`config.mk`:
```
export PLATFORM = sky130hd
export DESIGN_NAME = dmem_arbiter
export DESIGN_NICKNAME = d
export VERILOG_FILES = /design/src/rtl/dmem_arbiter.sv
export SDC_FILE = /design/constraint.sdc
export NUM_CORES = 1
export LEC_CHECK = 0
export BUFFER_PORTS_ARGS = -buffer_cell sky130_fd_sc_hd__clkbuf_2
export CORE_AREA = 2 2 106 134
export DETAILED_ROUTE_END_ITERATION = 10
export DIE_AREA = 0 0 108 136
export PLACE_DENSITY = 0.71
export REMOVE_ABC_BUFFERS = 1
export SLEW_MARGIN = 40
export SYNTH_ARGS = -nofsm -noshare
export SYNTH_HDL_FRONTEND = slang
export SYNTH_SLANG_ARGS = --single-unit
```
`constraint.sdc`:
```
create_clock -name clk -period 2.25 [get_ports clk]
set_input_delay 0.1125 -clock clk [delete_from_list [all_inputs] [get_ports clk]]
set_output_delay 0.1125 -clock clk [all_outputs]
set_load 0.005 [all_outputs]
```
`src/rtl/dmem_arbiter.sv`:
```
// Two-port round-robin arbiter in front of a single-ported DataMemory.
// Each grant walks IDLE -> ACCESS -> DONE; illegal requests skip ACCESS and never touch the memory.
module dmem_arbiter (
    input  logic        clk,
    input  logic        rst_n,
    input  logic        p0_req,
    input  logic        p0_rw,
    input  logic [1:0]  p0_size,
    input  logic [7:0]  p0_addr,
    input  logic [31:0] p0_wdata,
    input  logic        p1_req,
    input  logic        p1_rw,
    input  logic [1:0]  p1_size,
    input  logic [7:0]  p1_addr,
    input  logic [31:0] p1_wdata,
    output logic        p0_ack,
    output logic        p0_err,
    output logic [31:0] p0_rdata,
    output logic        p1_ack,
    output logic        p1_err,
    output logic [31:0] p1_rdata,
    output logic [7:0]  mem_A,
    output logic [31:0] mem_DI,
    output logic [1:0]  mem_Size,
    output logic        mem_RW,
    output logic        mem_E,
    input  logic [31:0] mem_DO,
    output logic        busy,
    output logic        gnt_id
);

    typedef enum logic [1:0] {IDLE, ACCESS, DONE} state_t;

    state_t      state;
    logic        last_gnt;
    logic        lat_rw;
    logic        win;
    logic        w_rw;
    logic [1:0]  w_size;
    logic [7:0]  w_addr;
    logic [31:0] w_wdata;
    logic        w_bad;

    // On a tie the port that did not win last time goes next.
    always_comb begin
        win     = (p0_req && p1_req) ? ~last_gnt : p1_req;
        w_rw    = win ? p1_rw    : p0_rw;
        w_size  = win ? p1_size  : p0_size;
        w_addr  = win ? p1_addr  : p0_addr;
        w_wdata = win ? p1_wdata : p0_wdata;
        w_bad   = (w_size == 2'b11) ||
                  (w_size == 2'b01 && w_addr[0]) ||
                  (w_size == 2'b10 && w_addr[1:0] != 2'b00);
    end

    assign busy = (state != IDLE);

    always_ff @(posedge clk or negedge rst_n) begin
        if (!rst_n) begin
            state    <= IDLE;
            last_gnt <= 1'b1;
            gnt_id   <= 1'b0;
            lat_rw   <= 1'b0;
            p0_ack   <= 1'b0;
            p0_err   <= 1'b0;
            p0_rdata <= '0;
            p1_ack   <= 1'b0;
            p1_err   <= 1'b0;
            p1_rdata <= '0;
            mem_A    <= '0;
            mem_DI   <= '0;
            mem_Size <= '0;
            mem_RW   <= 1'b0;
            mem_E    <= 1'b0;
        end else begin
            case (state)
                IDLE: begin
                    if (p0_req || p1_req) begin
                        last_gnt <= win;
                        gnt_id   <= win;
                        lat_rw   <= w_rw;
                        if (w_bad) begin
                            // Error response goes straight out; rdata stays 0.
                            state <= DONE;
                            if (win) begin p1_ack <= 1'b1; p1_err <= 1'b1; end
                            else     begin p0_ack <= 1'b1; p0_err <= 1'b1; end
                        end else begin
                            state    <= ACCESS;
                            mem_A    <= w_addr;
                            mem_DI   <= w_wdata;
                            mem_Size <= w_size;
                            mem_RW   <= w_rw;
                            mem_E    <= w_rw;
                        end
                    end
                end
                ACCESS: begin
                    state  <= DONE;
                    mem_RW <= 1'b0;
                    mem_E  <= 1'b0;
                    if (gnt_id) begin
                        p1_ack   <= 1'b1;
                        p1_rdata <= lat_rw ? 32'd0 : mem_DO;
                    end else begin
                        p0_ack   <= 1'b1;
                        p0_rdata <= lat_rw ? 32'd0 : mem_DO;
                    end
                end
                DONE: begin
                    state    <= IDLE;
                    p0_ack   <= 1'b0;
                    p0_err   <= 1'b0;
                    p0_rdata <= '0;
                    p1_ack   <= 1'b0;
                    p1_err   <= 1'b0;
                    p1_rdata <= '0;
                end
                default: state <= IDLE;
            endcase
        end
    end

endmodule
```
### After elaboration in Yosys (flattened, before gate mapping)

Index checks and enable logic that the tools add are counted.

| operators by class | value |
|---|---|
| add/sub/neg operators | 0 |
| shift operators | 0 |
| bitwise logic cells | 2 |
| div/mod/pow operators | 0 |
| reduce and logical (&&, ||, !) cells | 22 |
| multiply operators | 0 |
| magnitude comparators | 0 |
| equality and inequality tests | 12 |
| multiplexer cells | 28 |

Operators with widths:

| cell | number |
|---|---|
| $mux 32 | 4 |
| $pmux 32 s2 | 2 |
| $ne 2x2->1 const B | 7 |
| $mux 1 | 12 |
| $reduce_and 5->1 | 2 |
| $reduce_bool 2->1 | 5 |
| $mux 8 | 1 |
| $reduce_and 4->1 | 2 |
| $eq 2x2->1 const B | 3 |
| $mux 2 | 3 |
| $pmux 1 s2 | 3 |
| $pmux 1 s3 | 2 |
| $reduce_and 2->1 | 3 |
| $reduce_and 3->1 | 2 |
| $eq 2x1->1 const B | 2 |
| $pmux 2 s2 | 1 |
| $logic_and 1x1->1 | 3 |
| $logic_or 1x1->1 | 3 |
| $reduce_bool 3->1 | 1 |
| $logic_not 2->1 | 1 |
| $not 1->1 | 2 |

| storage, ports and cells | value |
|---|---|
| memories | 0 |
| RAM bits | 0 |
| register bits | 116 |
| bits in latches | 0 |
| word-level logic and storage cells | 78 |
| input bits | 122 |
| ROM bits | 0 |

### Logic depth before layout (Yosys ltp)

| logic depth | value |
|---|---|
| depth after elaboration | 10 |
| mapped depth | 7 |

### Worst setup path after synthesis

Ideal clock, no wire load.

| timing path | value |
|---|---|
| path type | register to register |
| from | reg last_gnt |
| to | reg mem_A[0] |
| stages on the path, launching flop included | 6 |
| arrival time | 1.527 ns |
| setup slack | 0.598 ns |
| path buffers | 2 |
| cells stage by stage | dfstp_2 -> a21boi_4 -> buf_6 -> buf_2 -> mux2_2 -> mux2_4 |

| between the ends | value |
|---|---|
| word-level cells in the longest chain between the ends | 9 |
| elaborated cells between the ends (all ways) | 14 |

RTL lines:

| item | RTL line | RTL |
|---|---|---|
| start: declaration | 35 | `logic last_gnt;` |
| start signal: assignment | 79 | `last_gnt <= win;` |
| $not 1->1 * | 46 | `win = (p0_req && p1_req) ? ~last_gnt : p1_req;` |
| $mux 1 * | 46 |  |
| $mux 2 | 48 | `w_size = win ? p1_size : p0_size;` |
| $eq 2x1->1 | 52 | `(w_size == 2'b01 && w_addr[0]) \|\|` |
| $logic_and 1x1->1 | 52 |  |
| $logic_or 1x1->1 | 51 | `w_bad = (w_size == 2'b11) \|\|` |
| $logic_or 1x1->1 | 52 |  |
| $not 1->1 (no line) | - |  |
| $reduce_and 3->1 (no line) | - |  |
| end signal: assignment | 89 | `mem_A <= w_addr;` |
| end: declaration | 22 | `output logic [7:0] mem_A,` |

Mark *: on every way between the ends. The rest lies on a longest branch, timed or not.
A chain may end at the register's enable or synchronous reset.

### Worst setup path after layout

| timing path | value |
|---|---|
| from | reg last_gnt |
| to | reg mem_Size[1] |

| between the ends | value |
|---|---|
| word-level cells in the longest chain between the ends | 9 |
| elaborated cells between the ends (all ways) | 14 |

RTL lines:

| item | RTL line | RTL |
|---|---|---|
| $not 1->1 * | 46 |  |
| $mux 1 * | 46 |  |
| $mux 2 | 48 |  |
| $eq 2x1->1 | 52 |  |
| $logic_and 1x1->1 | 52 |  |
| $logic_or 1x1->1 | 51 |  |
| $logic_or 1x1->1 | 52 |  |
| $not 1->1 (no line) | - |  |
| $reduce_and 3->1 (no line) | - |  |
| end signal: assignment | 91 | `mem_Size <= w_size;` |
| end: declaration | 24 | `output logic [1:0] mem_Size,` |

Marks and branches as above.

==> metrics.cfg <==
[global_routing]
antenna_found_initial = 0
overflow = 0
grt_pass1_wl_um = 24470
grt_pass1_vias = 4878
grt_util_all_layers = 0.2173
grt_max_degree = 54

[layout]
layout-drive-gt1-share = 0.4895
final_cell_mix = 234 x clkbuf_2, 135 x nand2_1, 115 x dfrtp_1
nets = 870
antenna_cells = 0
fillers = 1209
design_area_sq_um = 7527
final_cells = 935
layout_commonest_cell = clkbuf_2
synthToLayoutAreaGrowth_pct = 36.39

[power_and_ir_drop]
power_density_nw_per_um2 = 1290
leakage_nw = 3.835
vdd_drop_max_mv = 0.7667

[clock_network]
post_cts_buffers = 0
cts_sinks = 116
clkTransAtPathRegs_ns = 0.06
clockRootBuffer = clkbuf_16
cts_resized = 0
clk_latency_ns = 0.40
cts_buffers = 17
cts_buffer_depth = 2
htreeDepth = 4
cts_tree = done

[placed_design]
placed_area_sq_um = 6909
pre_cts_ws_ns = 0.3282
dp_hpwl_um = 11630
port_buffers = 235
placed_cells = 902
gp_congestion = 0.8021

[logic_synthesis]
synth_simple_gate_area_frac = 0.1489
synth_compound_area_frac = 0.09023
synth_fa_ha_area_frac = 0
ys_warn_count = 0
synth_top_area_cell = dfrtp_1
synth-async-reset-ratio = 1.000
synth_top_area_frac = 0.5214
ys_ff_latch = 116
synth_top_family_by_area = multiplexers
syn_area_sq_um = 5519
synth-edff-count = 0
ys.flop_type = dfrtp_1
yosys.area_share.xor_xnor = 0
syn_avg_cell_area_sq_um = 10.84
synth-seq-area-share = 0.5262
synth.top_cells.by_area = dfrtp_1 52%, mux2_4 11%, nand2_1 9.2%, mux2_2 8.8%, a21oi_1 6.2%
synthCells = 509
yosys.cell_types.count = 35
muxShareOfSynthArea = 0.1975

[sta]
tightest_slew_ns = 0.6376
timing.hold.ws_ns = 0.06596
fin_setup_tns_ns = 0
period_share = 0.8614
relSlewSlack = 0.5704
finalSetupViolations = 0
max_clock_freq_mhz = 515.9
rsz0062_at_grt = no
hold_viol = 0
skew_ns = 0.008490
min_period_ns = 1.938
slew_viol_final = 0
finalWorstSetupSlack_ns = 0.3118

[run_status]
outcome = complete, no violations

[detailed_routing]
drtIter0Drc = 255
num_vias = 4669
viasPerCell = 4.994
ant_nets = 0
wire_per_inst_um = 16.87
wirelength_um = 15780
drt-pass1-iter-count = 4
drc = 0

[min_path]
hold_path.class = input pin to flip-flop

[critical_path]
critPathMaxFanout = 11
crit_type = flip-flop to flip-flop
arrival_ns = 2.22
crit_chain = a21boi_4 -> a211o_1 -> nand3_4 -> buf_4 -> mux2_2
crit_path_end_kind = flip-flop
crit_slowest_cell = dfstp_2
max_stage_delay_ns = 0.57
worst_setup_path_start_kind = flip-flop
required_ns = 2.54

[die]
die-area_sq_um = 14690
die_h_um = 136
start_util = 0.4084
core_sq_um = 13510
die_w_um = 108
top_level_ports = 236
fp-row-count = 48

[job]
maxCapViolations = 0

Yosys cell counts, drive strengths merged (2+ instances only):
| cell | instances |
|---|---|
| mux2i | 2 |
| dfrtp | 115 |
| nor3 | 2 |
| o21ai | 3 |
| buf | 25 |
| a21oi | 68 |
| a21o | 2 |
| mux2 | 82 |
| a2bb2oi | 2 |
| nor2 | 10 |
| nand2 | 135 |
| inv | 5 |
| nor2b | 33 |
| clkbuf | 9 |
layer usage:
layer | track usage | share of wire
met1 | 0.2461 | 0.39
met2 | 0.3767 | 0.51
met4 | 0.08547 | 0.021
met5 | 0 | 0
met3 | 0.07191 | 0.076
through the flow:
stage | utilization | total power, mW
after floorplan | - | 5.350
after global placement | 0.5113 | 6.898
after detailed placement | 0.5113 | 7.070
after CTS | 0.5570 | 9.847
after global routing | 0.5570 | 10.31
final | 0.5570 | 9.712
worst max-delay path: cells and delay by family, from the launching register on:
kind                   cells  cell delay, ns
flip-flops                 1            0.57
AND/OR/NAND/NOR            1            0.25
AO/OA/AOI/OAI              2            0.42
multiplexers               1            0.34
buffers and inverters      1            0.24
sequential cells by signal, indices dropped and copies added, names as in the netlist, 2 cells and up:
register  cells
mem_A         8
p0_rdata     32
state         2
mem_DI       32
mem_Size      2
p1_rdata     32
final cells by class:
class,instances,area [sq um],area share
Multi-Input combinational cell,354,2424,0.3220
Tap cell,175,219.0,0.02909
Clock buffer,18,439.2,0.05834
Sequential cell,116,2904,0.3858
Clock inverter,13,158.9,0.02111
Timing Repair Buffer,254,1364,0.1812
Inverter,5,18.77,0.002493
where the power goes:
| group | leakage [nW] | switching, mW | internal, mW |
|---|---|---|---|
| Clock | 0.288 | 0.943 | 1.76 |
| Combinational | 2.05 | 1.67 | 1.81 |
| Sequential | 1.50 | 0.616 | 2.92 |
cells by family (layout without fill, tap and decap cells):
| logic type | Yosys count | in the layout |
|---|---|---|
| muxes | 84 | 84 |
| DFF | 116 | 116 |
| AOI/OAI and AO/OA | 85 | 85 |
| buffers and inverters | 39 | 290 |
| and+or+nand+nor | 185 | 185 |
path summary, 6_finish.rpt:
path	start	end	slack, ns	cells after the start
max in group asynchronous	rst_n	mem_DI[21]	1.26	3
max	last_gnt	mem_Size[1]	0.31	5
min reg2reg	mem_DI[30]	mem_DI[30]	0.51	1
min in group asynchronous	rst_n	p1_rdata[15]	0.23	2
min	p1_wdata[16]	mem_DI[16]	0.07	3
max reg2reg	last_gnt	mem_Size[1]	0.31	5
timing repair:
item	CTS	global route
hold endpoints to repair	37	0
endpoints found under the setup margin	0	0
hold buffers	2	0
No activity file was read; power rests on OpenSTA's default activity.
